===== config.mk =====
export PLATFORM = sky130hd
export DESIGN_NAME = pipe_ctrl
export DESIGN_NICKNAME = d
export VERILOG_FILES = /design/src/rtl/pipe_ctrl_pkg.sv /design/src/rtl/pipe_ctrl_stall_watchdog.sv /design/src/rtl/pipe_ctrl.sv
export SDC_FILE = /design/constraint.sdc
export NUM_CORES = 1
export LEC_CHECK = 0
export ABC_CLOCK_PERIOD_IN_PS = 1600
export BUFFER_PORTS_ARGS = -buffer_cell sky130_fd_sc_hd__buf_2
export CAP_MARGIN = 30
export CORE_ASPECT_RATIO = 0.6
export CORE_MARGIN = 4
export CORE_UTILIZATION = 40
export CTS_CLUSTER_DIAMETER = 60
export DETAILED_ROUTE_END_ITERATION = 10
export PLACE_DENSITY = 0.78
export SYNTH_ARGS = -nofsm -noshare
export SYNTH_HDL_FRONTEND = slang
export SYNTH_HIERARCHICAL = 1
export SYNTH_SLANG_ARGS = --single-unit

===== constraint.sdc =====
create_clock -name clk -period 1.6 [get_ports clk]
set_input_delay 0.16 -clock clk [delete_from_list [all_inputs] [get_ports clk]]
set_output_delay 0.16 -clock clk [all_outputs]
set_load 0.02 [all_outputs]

===== src/rtl/pipe_ctrl_pkg.sv =====
// Shared constants and types for the pipeline sequencing controller:
// stall encodings, reset/stop levels, ERET code and FSM state encodings.
package pipe_ctrl_pkg;

    localparam logic RstEnable = 1'b1;
    localparam logic Stop      = 1'b1;
    localparam logic NoStop    = 1'b0;

    localparam logic [31:0] ExcEret = 32'h0000_000e;

    // Stall vector bit order: bit0 PC, bit1 IF, bit2 ID, bit3 EX, bit4 MEM, bit5 WB.
    localparam logic [5:0] StallNone = 6'b000000;
    localparam logic [5:0] StallIf   = 6'b000011;
    localparam logic [5:0] StallId   = 6'b000111;
    localparam logic [5:0] StallEx   = 6'b001111;
    localparam logic [5:0] StallMem  = 6'b011111;
    localparam logic [5:0] StallAll  = 6'b111111;

    typedef enum logic [1:0] {
        PcIdle    = 2'd0,
        PcWaitBus = 2'd1,
        PcFlush   = 2'd2
    } pc_state_t;

    // Highest-priority stage request wins: later stages stall everything upstream.
    function automatic logic [5:0] stall_from_reqs(input logic req_if, input logic req_id,
                                                   input logic req_ex, input logic req_mem);
        logic [5:0] s;
        s = StallNone;
        if (req_mem)     s = StallMem;
        else if (req_ex) s = StallEx;
        else if (req_id) s = StallId;
        else if (req_if) s = StallIf;
        return s;
    endfunction

endpackage


===== src/rtl/pipe_ctrl_stall_watchdog.sv =====
// Stall watchdog: counts consecutive stalled cycles (saturating at WDT_LIMIT)
// and raises a sticky timeout flag once the count reaches WDT_LIMIT.
module stall_watchdog
    import pipe_ctrl_pkg::*;
#(
    parameter int unsigned WDT_LIMIT = 1023
) (
    input  logic clk,
    input  logic rst,
    input  logic stalled,
    output logic timeout
);

    localparam int unsigned CntW = $clog2(WDT_LIMIT + 1);
    localparam logic [CntW-1:0] Limit = CntW'(WDT_LIMIT);

    logic [CntW-1:0] cnt_q;
    logic [CntW-1:0] cnt_d;

    always_comb begin
        cnt_d = '0;
        if (stalled) begin
            cnt_d = (cnt_q == Limit) ? cnt_q : cnt_q + 1'b1;
        end
    end

    always_ff @(posedge clk) begin
        if (rst == RstEnable) begin
            cnt_q   <= '0;
            timeout <= 1'b0;
        end else begin
            cnt_q <= cnt_d;
            if (stalled && (cnt_d == Limit)) begin
                timeout <= 1'b1;
            end
        end
    end

endmodule


===== src/rtl/pipe_ctrl.sv =====
// Pipeline sequencing controller: priority stall resolution plus exception/ERET
// redirect sequencing. Optional stall watchdog under PIPE_CTRL_WATCHDOG_EN.
module pipe_ctrl
    import pipe_ctrl_pkg::*;
#(
    parameter logic [31:0] EXC_VECTOR = 32'h0000_0020,
    parameter int unsigned WDT_LIMIT  = 1023
) (
    input  logic        clk,
    input  logic        rst,
    input  logic        stallreq_from_if,
    input  logic        stallreq_from_id,
    input  logic        stallreq_from_ex,
    input  logic        stallreq_from_mem,
    input  logic        ibus_busy_i,
    input  logic [31:0] excepttype_i,
    input  logic [31:0] cp0_epc_i,
    output logic [5:0]  stall,
    output logic        flush,
    output logic [31:0] new_pc,
    output logic        wdt_timeout_o,
    output pc_state_t   state_dbg
);

    pc_state_t   state_q, state_d;
    logic [31:0] target_q, target_d;

    always_ff @(posedge clk) begin
        if (rst == RstEnable) begin
            state_q  <= PcIdle;
            target_q <= '0;
        end else begin
            state_q  <= state_d;
            target_q <= target_d;
        end
    end

    // Exceptions arriving outside IDLE are dropped: the first one owns the redirect.
    always_comb begin
        state_d  = state_q;
        target_d = target_q;
        stall    = StallNone;
        case (state_q)
            PcIdle: begin
                if (excepttype_i != 32'h0) begin
                    stall    = StallAll;
                    target_d = (excepttype_i == ExcEret) ? cp0_epc_i : EXC_VECTOR;
                    state_d  = ibus_busy_i ? PcWaitBus : PcFlush;
                end else begin
                    stall = stall_from_reqs(stallreq_from_if, stallreq_from_id,
                                            stallreq_from_ex, stallreq_from_mem);
                end
            end
            PcWaitBus: begin
                stall = StallAll;
                if (!ibus_busy_i) begin
                    state_d = PcFlush;
                end
            end
            PcFlush: begin
                stall   = StallNone;
                state_d = PcIdle;
            end
            default: begin
                state_d = PcIdle;
            end
        endcase
    end

    // Decoded only from registered state so flush/new_pc cannot glitch on input changes.
    assign flush     = (state_q == PcFlush);
    assign new_pc    = flush ? target_q : 32'h0;
    assign state_dbg = state_q;

`ifdef PIPE_CTRL_WATCHDOG_EN
    stall_watchdog #(
        .WDT_LIMIT (WDT_LIMIT)
    ) u_stall_watchdog (
        .clk     (clk),
        .rst     (rst),
        .stalled (stall != StallNone),
        .timeout (wdt_timeout_o)
    );
`else
    assign wdt_timeout_o = 1'b0;
`endif

endmodule


==> impl_metrics.csv, run 1 <==
group,metric,value,unit
synthesis,synth_cells,144,
drt,drc,0,
placement,place_hpwl,3.311,mm
final_layout,fin_cells,308,
setup_path,reg2reg_slack,0.30,ns
sta,fin_crit,1.498,ns
die,fp-row-count,17,
final_layout,ff_latch_area,681.9,um2
synthesis,synth-edff-count,0,
setup_path,crit_path_end_kind,"primary output",
min_path,holdPathStages,2,
setup_path,setup.worst_path.start,"excepttype_i[16]",
cts,cts.sinks,34,
placement,gp_congestion,0.8309,
run,maxCapViolCount,0,
final_layout,multiInputGateArea,820.8,um2
final_layout,final_common_cell,"buf_2",
final_layout,antenna_cells,0,
cts,clock_path_buffers,2,
sta,timing.final.ws_setup,0.1022,ns
setup_path,ff2ff_path_depth,5,
placement,io_buffer_count,111,
status,outcome,"completed",
synthesis,ys_types,25,
sta,rsz0062_at_grt,"false",
grt,grt_pass1_wl,6.782,mm
drt,antenna_left,0,
setup_path,r2r-end,"target_q[24]",
die,initial_core_util,41.86,%
min_path,min_from,"ibus_busy_i",
final_layout,layout_common_cells,"buf_2 (110), dfxtp_1 (33), and2_1 (32)",
placement,dp_cells,298,
cts,clk_pin_slew_worst_paths,0.07,ns
min_path,hp-class,"primary input to register",
cts,cts.htree.levels,2,
min_path,min_to,"state_dbg[1]",
drt,drt_iter0_markers,34,
drt,avgRoutedWirePerCell,14.20,um
setup_path,critPathLaunchType,"primary input",
die,ioPinCount,113,
cts,holdBufCountCts,0,
sta,skew,0.004349,ns
grt,grt.total_usage,17.47,%
power,power.leakage,1.152,nW
synthesis,syn_area_per_cell,10.70,um2
sta,fin_crit_sh,93.61,%
setup_path,setup.worst_path.class,"primary input to primary output",
sta,fmax,667.6,MHz
cts,insertion_delay,0.28,ns
setup_path,crit_fanout,7,
sta,setup_tns,0,ns
sta,setup-violations-final,0,
die,die-height,56.07,um
synthesis,syn_area,0.001540,mm2
final_layout,n_fill_cell,325,
synthesis,async_reset_ff_share,0,%
die,core_area,0.003680,mm2
cts,cts_tree,"done",
die,die-width,88.11,um
cts,cts_buffers,5,
setup_path,cp.required,1.44,ns
drt,dr.pass1.iters,4,
power,peakVddDrop,429.3,uV
drt,wirelength,4.375,mm
cts,cts_root_buf,"clkbuf_8",
power,finalPower,1.723,mW
synthesis,yosysWarnings,6,
sta,hold_viol,0,
synthesis,synth_seq_area_share,44.19,%
placement,place_ws,-0.1021,ns
power,power.density,740.8,mW/mm2
grt,grt_overflow,0,
final_layout,nNetsFinal,331,
synthesis,ys_ff_latch,34,
setup_path,reg2reg_from,"state_dbg[1]",
synthesis,syn_nets,215,
final_layout,drive_above_1_share,55.17,%
setup_path,arrival,1.34,ns
grt,grt_pass1_vias,1495,
final_layout,syn2layout_area_growth,51.02,%
die,die_area,0.004940,mm2
sta,final-max-slew-violation-count,0,
synthesis,ys_dominant_reg_cell,"dfxtp_1",
drt,num_vias,1498,
grt,grt_antenna_before_repair,0,
grt,grt_max_degree,34,
drt,post_drt_via_cell_ratio,4.864,
-- layout make-up --
class                      instances  share of cell area [%]
clock buffer                       7                   3.712
timing repair buffer             121                   28.46
clock inverter                     1                  0.2152
sequential                        34                   29.32
inverter                           3                  0.4841
multi-input combinational         95                   35.29
tap                               47                   2.528
-- critical path: stages --
cell     delay, ns
buf_2         0.11
nor4_4        0.31
nand4_4       0.19
nor2_4        0.23
a41oi_2       0.15
buf_2         0.19
-- state kept, by name, indices dropped and copies added, names as in the netlist --
signal	flops
target_q	32
state_dbg	2
-- worst max-delay path by stage --
stage | to | slack [ns] | depth (start not counted)
after global routing | stall[1] | 0.01 | 6
after floorplan | stall[1] | 0.002 | 3
after CTS | stall[1] | 0.02 | 6
after detailed placement | stall[1] | -0.10 | 6
after global placement | stall[1] | -0.01 | 6
final | stall[1] | 0.10 | 6
-- Yosys cell counts (all sizes together), types with 2 or more instances --
library cell,instances,area (um2)
dfxtp,34,680.7
and2,32,200.2
a22o,31,271.5
buf,8,71.32
nor4,8,111.4
nor2,5,18.77
clkbuf,4,15.01
a31oi,3,18.77
inv,3,11.26
nand4,3,31.28
a2111oi,2,17.52
nor3,2,10.01
or4,2,18.77
-- cells by family (layout without fill, tap and decap cells) --
family,after synthesis,after routing,synth area share [%]
simple gates,53,53,25.75
compound gates,41,41,23.48
flops,34,34,44.19
buf+inv,15,132,6.336
other cells,1,1,0.2435
-- layer usage --
metal	vias up	GRT usage, %	wire, um
met1	683	22.79	1980
met5	-	0	0
met4	0	5.819	53
li1	761	-	-
met2	48	28.22	2040
met3	6	4.142	301
-- timing repair --
action / 4_1_cts / 5_1_grt
buffers inserted: 1 / 1
resized for setup: 1 / 7
endpoints found under the setup margin: 6 / 36
pin swaps: 1 / 4
-- power by group --
part	internal, mW	leakage, nW	switching (mW)
registers	0.852	0.275	0.00428
clock network	0.347	0.0482	0.296
logic	0.106	0.829	0.118
total	1.30	1.15	0.419
-- metrics by stage --
stage	area (um2)	hold slack, ns	utilization [%]
after floorplan	1559	0.2328	-
after global placement	2172	0.3583	59.03
after detailed placement	2172	0.3725	59.03
after CTS	2276	0.06916	61.85
after global routing	2326	0.07331	63.21
final	2326	0.07737	63.21
Power figures use the tool's default switching activity.
==> run 2, diff against run 1 <==
--- a/config.mk
+++ b/config.mk
@@ -11,6 +11,7 @@
 export CORE_ASPECT_RATIO = 0.6
 export CORE_MARGIN = 4
 export CORE_UTILIZATION = 40
+export CTS_BUF_LIST = sky130_fd_sc_hd__clkbuf_16
 export CTS_CLUSTER_DIAMETER = 60
 export DETAILED_ROUTE_END_ITERATION = 10
 export PLACE_DENSITY = 0.78
==> impl_metrics.csv, run 2 (synthesized netlist as in run 1, its figures left out) <==
group,metric,value,unit
sta,rsz0062_at_grt,"false",
cts,insertion_delay,0.27,ns
sta,skew,0.004048,ns
power,power.density,824.7,mW/mm2
power,p_clk_share,44.7,%
placement,io_buffer_count,111,
drt,post_drt_via_cell_ratio,4.841,
die,ioPinCount,113,
setup_path,crit_path_end_kind,"primary output",
sta,setup-violations-final,0,
grt,grt_pass1_wl,6.755,mm
cts,holdBufCountCts,0,
final_layout,fin_cells,308,
sta,fin_crit,1.499,ns
grt,grt_max_degree,34,
cts,cts.htree.levels,2,
power,seq_power_share,43.8,%
setup_path,cp.required,1.44,ns
final_layout,final_common_cell,"buf_2",
die,die-height,56.07,um
die,die_area,0.004940,mm2
final_layout,syn2layout_area_growth,53.94,%
grt,grt_pass1_vias,1487,
power,p_switching,0.4360,mW
die,die-width,88.11,um
grt,grt_overflow,0,
drt,antenna_left,0,
power,p_sw_share,22.30,%
status,outcome,"completed",
final_layout,nNetsFinal,331,
drt,dr.pass1.iters,4,
cts,clock_path_buffers,2,
cts,clk_pin_slew_worst_paths,0.05,ns
sta,final-max-slew-violation-count,0,
die,initial_core_util,41.86,%
grt,grt_antenna_before_repair,0,
setup_path,setup.worst_path.class,"primary input to primary output",
cts,cts_tree,"done",
drt,drc,0,
final_layout,antenna_cells,0,
setup_path,critPathLaunchType,"primary input",
sta,fmax,666.9,MHz
setup_path,crit_fanout,7,
power,p_int,1.519,mW
power,peakVddDrop,597.3,uV
sta,hold_viol,0,
placement,dp_cells,298,
setup_path,arrival,1.34,ns
power,power.leakage,1.176,nW
drt,avgRoutedWirePerCell,13.92,um
drt,drt_iter0_markers,42,
sta,fin_crit_sh,93.71,%
cts,cts.sinks,34,
die,fp-row-count,17,
cts,cts_buffers,5,
placement,gp_congestion,0.8309,
placement,placed_area,0.002172,mm2
cts,cts_root_buf,"clkbuf_16",
die,core_area,0.003680,mm2
final_layout,post-route-util,64.43,%
drt,wirelength,4.288,mm
final_layout,largest_reg_flops,32,
final_layout,final_area,0.002371,mm2
grt,grt.total_usage,17.36,%
final_layout,drive_above_1_share,54.41,%
drt,num_vias,1491,
placement,place_hpwl,3.311,mm
sta,setup_tns,0,ns
power,combPwrFrac,11.4,%
run,maxCapViolCount,0,
final_layout,layout_common_cells,"buf_2 (110), dfxtp_1 (34), and2_1 (32)",
min_path,hp-class,"primary input to register",
final_layout,largest_register,"target_q",
run 2: per-layer routing:
layer	global-route usage [%]	wire, um	vias to the layer above
li1	-	-	764
met1	22.63	1947	677
met2	28.33	2038	48
met3	4.586	285	2
met4	4.526	17	0
met5	0	0	-
run 2: layout make-up:
| class | instances | area (um2) |
|---|---|---|
| Clock buffer | 5 | 125.1 |
| Multi-Input combinational cell | 95 | 820.8 |
| Inverter | 3 | 11.26 |
| Tap cell | 47 | 58.81 |
| Fill cell | 314 | 1309 |
| Clock inverter | 3 | 12.51 |
| Timing Repair Buffer | 121 | 661.9 |
| Sequential cell | 34 | 680.7 |
run 2: final timing paths:
kind	slack, ns	start	endpoint	cells after the start
hold / removal	0.09	ibus_busy_i	state_dbg[1]	2
setup / recovery	0.10	excepttype_i[25]	stall[1]	6
setup reg to reg	0.29	state_dbg[0]	target_q[24]	5
hold reg to reg	0.47	target_q[31]	target_q[31]	1
run 2: power groups by stage:
stage	clock network, mW	logic (mW)	registers [mW]
2_1_floorplan	0	0.0828	0.877
3_3_place_gp	0	0.210	0.874
3_5_place_dp	0	0.214	0.874
4_1_cts	0.900	0.215	0.857
5_1_grt	0.938	0.244	0.856
6_report	0.875	0.223	0.857
run 2: what timing repair did:
item                       in CTS  in global routing
gates resized for setup         1                  6
buffers inserted                1                  1
pin swaps                       1                  4
setup endpoints to repair       6                 24
run 2: metrics by stage:
stage	setup WS, ns	power (mW)	hold WS [ns]
2_1_floorplan	0.001690	0.9596	0.2328
3_3_place_gp	-0.01411	1.084	0.3583
3_5_place_dp	-0.1021	1.089	0.3725
4_1_cts	0.02390	1.972	0.08699
5_1_grt	0.01232	2.038	0.08950
6_report	0.1006	1.955	0.09401
run 2: critical path, stage by stage:
cell and delay, ns:
buf_2 0.11, nor4_4 0.31, nand4_4 0.18, nor2_4 0.23
a41oi_2 0.15, buf_2 0.19
==> run 3, diff against run 2 <==
--- a/config.mk
+++ b/config.mk
@@ -9,7 +9,7 @@
 export BUFFER_PORTS_ARGS = -buffer_cell sky130_fd_sc_hd__buf_2
 export CAP_MARGIN = 30
 export CORE_ASPECT_RATIO = 0.6
-export CORE_MARGIN = 4
+export CORE_MARGIN = 1.5
 export CORE_UTILIZATION = 40
 export CTS_BUF_LIST = sky130_fd_sc_hd__clkbuf_16
 export CTS_CLUSTER_DIAMETER = 60
==> impl_metrics.csv, run 3 (synthesized netlist as in run 1, its figures left out) <==
group,metric,value,unit
power,peakVddDrop,598.7,uV
setup_path,reg2reg_slack,0.27,ns
setup_path,r2r-end,"target_q[18]",
power,power.density,830.3,mW/mm2
setup_path,ff2ff_path_depth,5,
min_path,holdPathStages,2,
min_path,hp-class,"primary input to register",
final_layout,largest_reg_flops,32,
cts,cts.htree.levels,2,
cts,insertion_delay,0.27,ns
grt,grt_pass1_vias,1427,
cts,cts.sinks,34,
die,ioPinCount,113,
power,finalPower,1.960,mW
cts,cts_buffers,5,
sta,holdWs,0.06928,ns
placement,place_hpwl,3.134,mm
drt,post_drt_via_cell_ratio,4.897,
cts,cts_root_buf,"clkbuf_16",
power,power.leakage,1.178,nW
setup_path,setup.worst_path.class,"register to primary output",
placement,io_buffer_count,111,
drt,antenna_left,0,
die,fp-row-count,17,
setup_path,critPathLaunchType,"register",
final_layout,final_common_cell,"buf_2",
drt,wirelength,4.028,mm
grt,grt_max_degree,32,
setup_path,reg2reg_from,"state_dbg[0]",
cts,cts_tree,"done",
sta,final-max-slew-violation-count,0,
drt,avgRoutedWirePerCell,12.95,um
setup_path,path_buf_inv,2,
min_path,min_to,"state_dbg[1]",
die,initial_core_util,41.86,%
final_layout,antenna_cells,0,
final_layout,nNetsFinal,334,
grt,grt.total_usage,19.34,%
setup_path,crit_path_end_kind,"primary output",
setup_path,slowest_delay,0.34,ns
final_layout,layout_common_cells,"buf_2 (111), dfxtp_1 (34), and2_1 (32)",
power,seq_power_share,43.7,%
placement,place_ws,-0.05275,ns
drt,num_vias,1523,
grt,grt_overflow,0,
setup_path,critPathTopFamily,"buffers and inverters",
grt,grt_antenna_before_repair,0,
sta,fin_crit,1.535,ns
placement,gp_congestion,0.8184,
final_layout,n_fill_cell,317,
setup_path,cp.required,1.44,ns
final_layout,post-route-util,64.16,%
sta,hold_viol,0,
power,p_switching,0.4390,mW
sta,setup-violations-final,0,
setup_path,path_cells,"nor4_2 -> buf_4 -> a41oi_2 -> buf_2",
final_layout,largest_register,"target_q",
sta,skew,0.002713,ns
min_path,min_from,"ibus_busy_i",
power,combPwrFrac,11.2,%
die,die-width,83.11,um
power,p_clk_share,45.0,%
sta,fmax,651.5,MHz
sta,timing.final.ws_setup,0.06519,ns
sta,fin_crit_sh,95.93,%
final_layout,syn2layout_area_growth,53.29,%
setup_path,arrival,1.37,ns
setup_path,crit_fanout,7,
cts,clock_path_buffers,2,
die,core_area,0.003680,mm2
run,maxCapViolCount,0,
setup_path,crit_slowest_cell,"dfxtp_1",
grt,grt_pass1_wl,6.492,mm
power,p_int,1.521,mW
final_layout,drive_above_1_share,54.92,%
cts,clk_pin_slew_worst_paths,0.05,ns
status,outcome,"completed",
die,die_area,0.004244,mm2
drt,dr.pass1.iters,4,
drt,drc,0,
die,die-height,51.07,um
power,p_sw_share,22.39,%
drt,drt_iter0_markers,47,
run 3: cell count changes in the layout (fill, tap and decap cells not counted):
cell / before / now
nand4_2: 1 / 2
nor4_2: 3 / 5
buf_4: 8 / 11
buf_6: 1 / 0
nand4_4: 1 / 0
buf_2: 110 / 111
nor4_4: 5 / 3
run 3: repair_timing:
action,in CTS,in global routing
hold endpoints to repair,0,0
setup buffers,0,2
gates resized for setup,1,1
gates cloned,0,0
pin swaps,0,3
setup endpoints to repair,3,6
hold buffers,0,0
run 3: worst max-delay path by stage:
stage / cells after the start / slack (ns) / endpoint / from
after floorplan: 3 / 0.002 / stall[1] / state_dbg[0]
after global placement: 6 / 0.009 / stall[1] / excepttype_i[13]
after detailed placement: 6 / -0.05 / stall[1] / excepttype_i[21]
after CTS: 6 / 0.03 / stall[1] / excepttype_i[21]
after global routing: 6 / -0.007 / stall[1] / excepttype_i[25]
final: 4 / 0.07 / stall[1] / state_dbg[0]
run 3: area by class of cell:
class | instances | area [um2] | share of cell area [%]
clock buffers | 5 | 125.1 | 5.299
inverters | 3 | 11.26 | 0.4769
multi-input cells | 95 | 794.5 | 33.65
clock inverters | 3 | 12.51 | 0.5299
flip-flops and latches | 34 | 680.7 | 28.83
repair buffers | 124 | 678.2 | 28.72
well taps | 47 | 58.81 | 2.491
run 3: through the flow:
stage / area, um2 / instances / TNS, ns
floorplan: 1559 / 144 / 0
global placement: 2195 / 301 / 0
detailed placement: 2195 / 301 / -0.2154
CTS: 2337 / 309 / 0
global route: 2361 / 311 / -0.01231
finish: 2361 / 311 / 0
run 3: power by group through the flow:
stage | clock (mW) | sequential, mW | combinational, mW
global placement | 0 | 0.874 | 0.214
global route | 0.942 | 0.857 | 0.240
detailed placement | 0 | 0.875 | 0.218
floorplan | 0 | 0.877 | 0.0828
finish | 0.883 | 0.857 | 0.220
CTS | 0.904 | 0.857 | 0.219
run 3: routing by layer:
metal  track usage (%)  vias to the layer above  part of all wire (%)
met4             6.389                        0                   1.2
met2             31.84                       46                    45
met3             7.108                        7                   5.9
li1                  -                      772                     -
met5                 0                        -                     0
met1             23.79                      698                    48
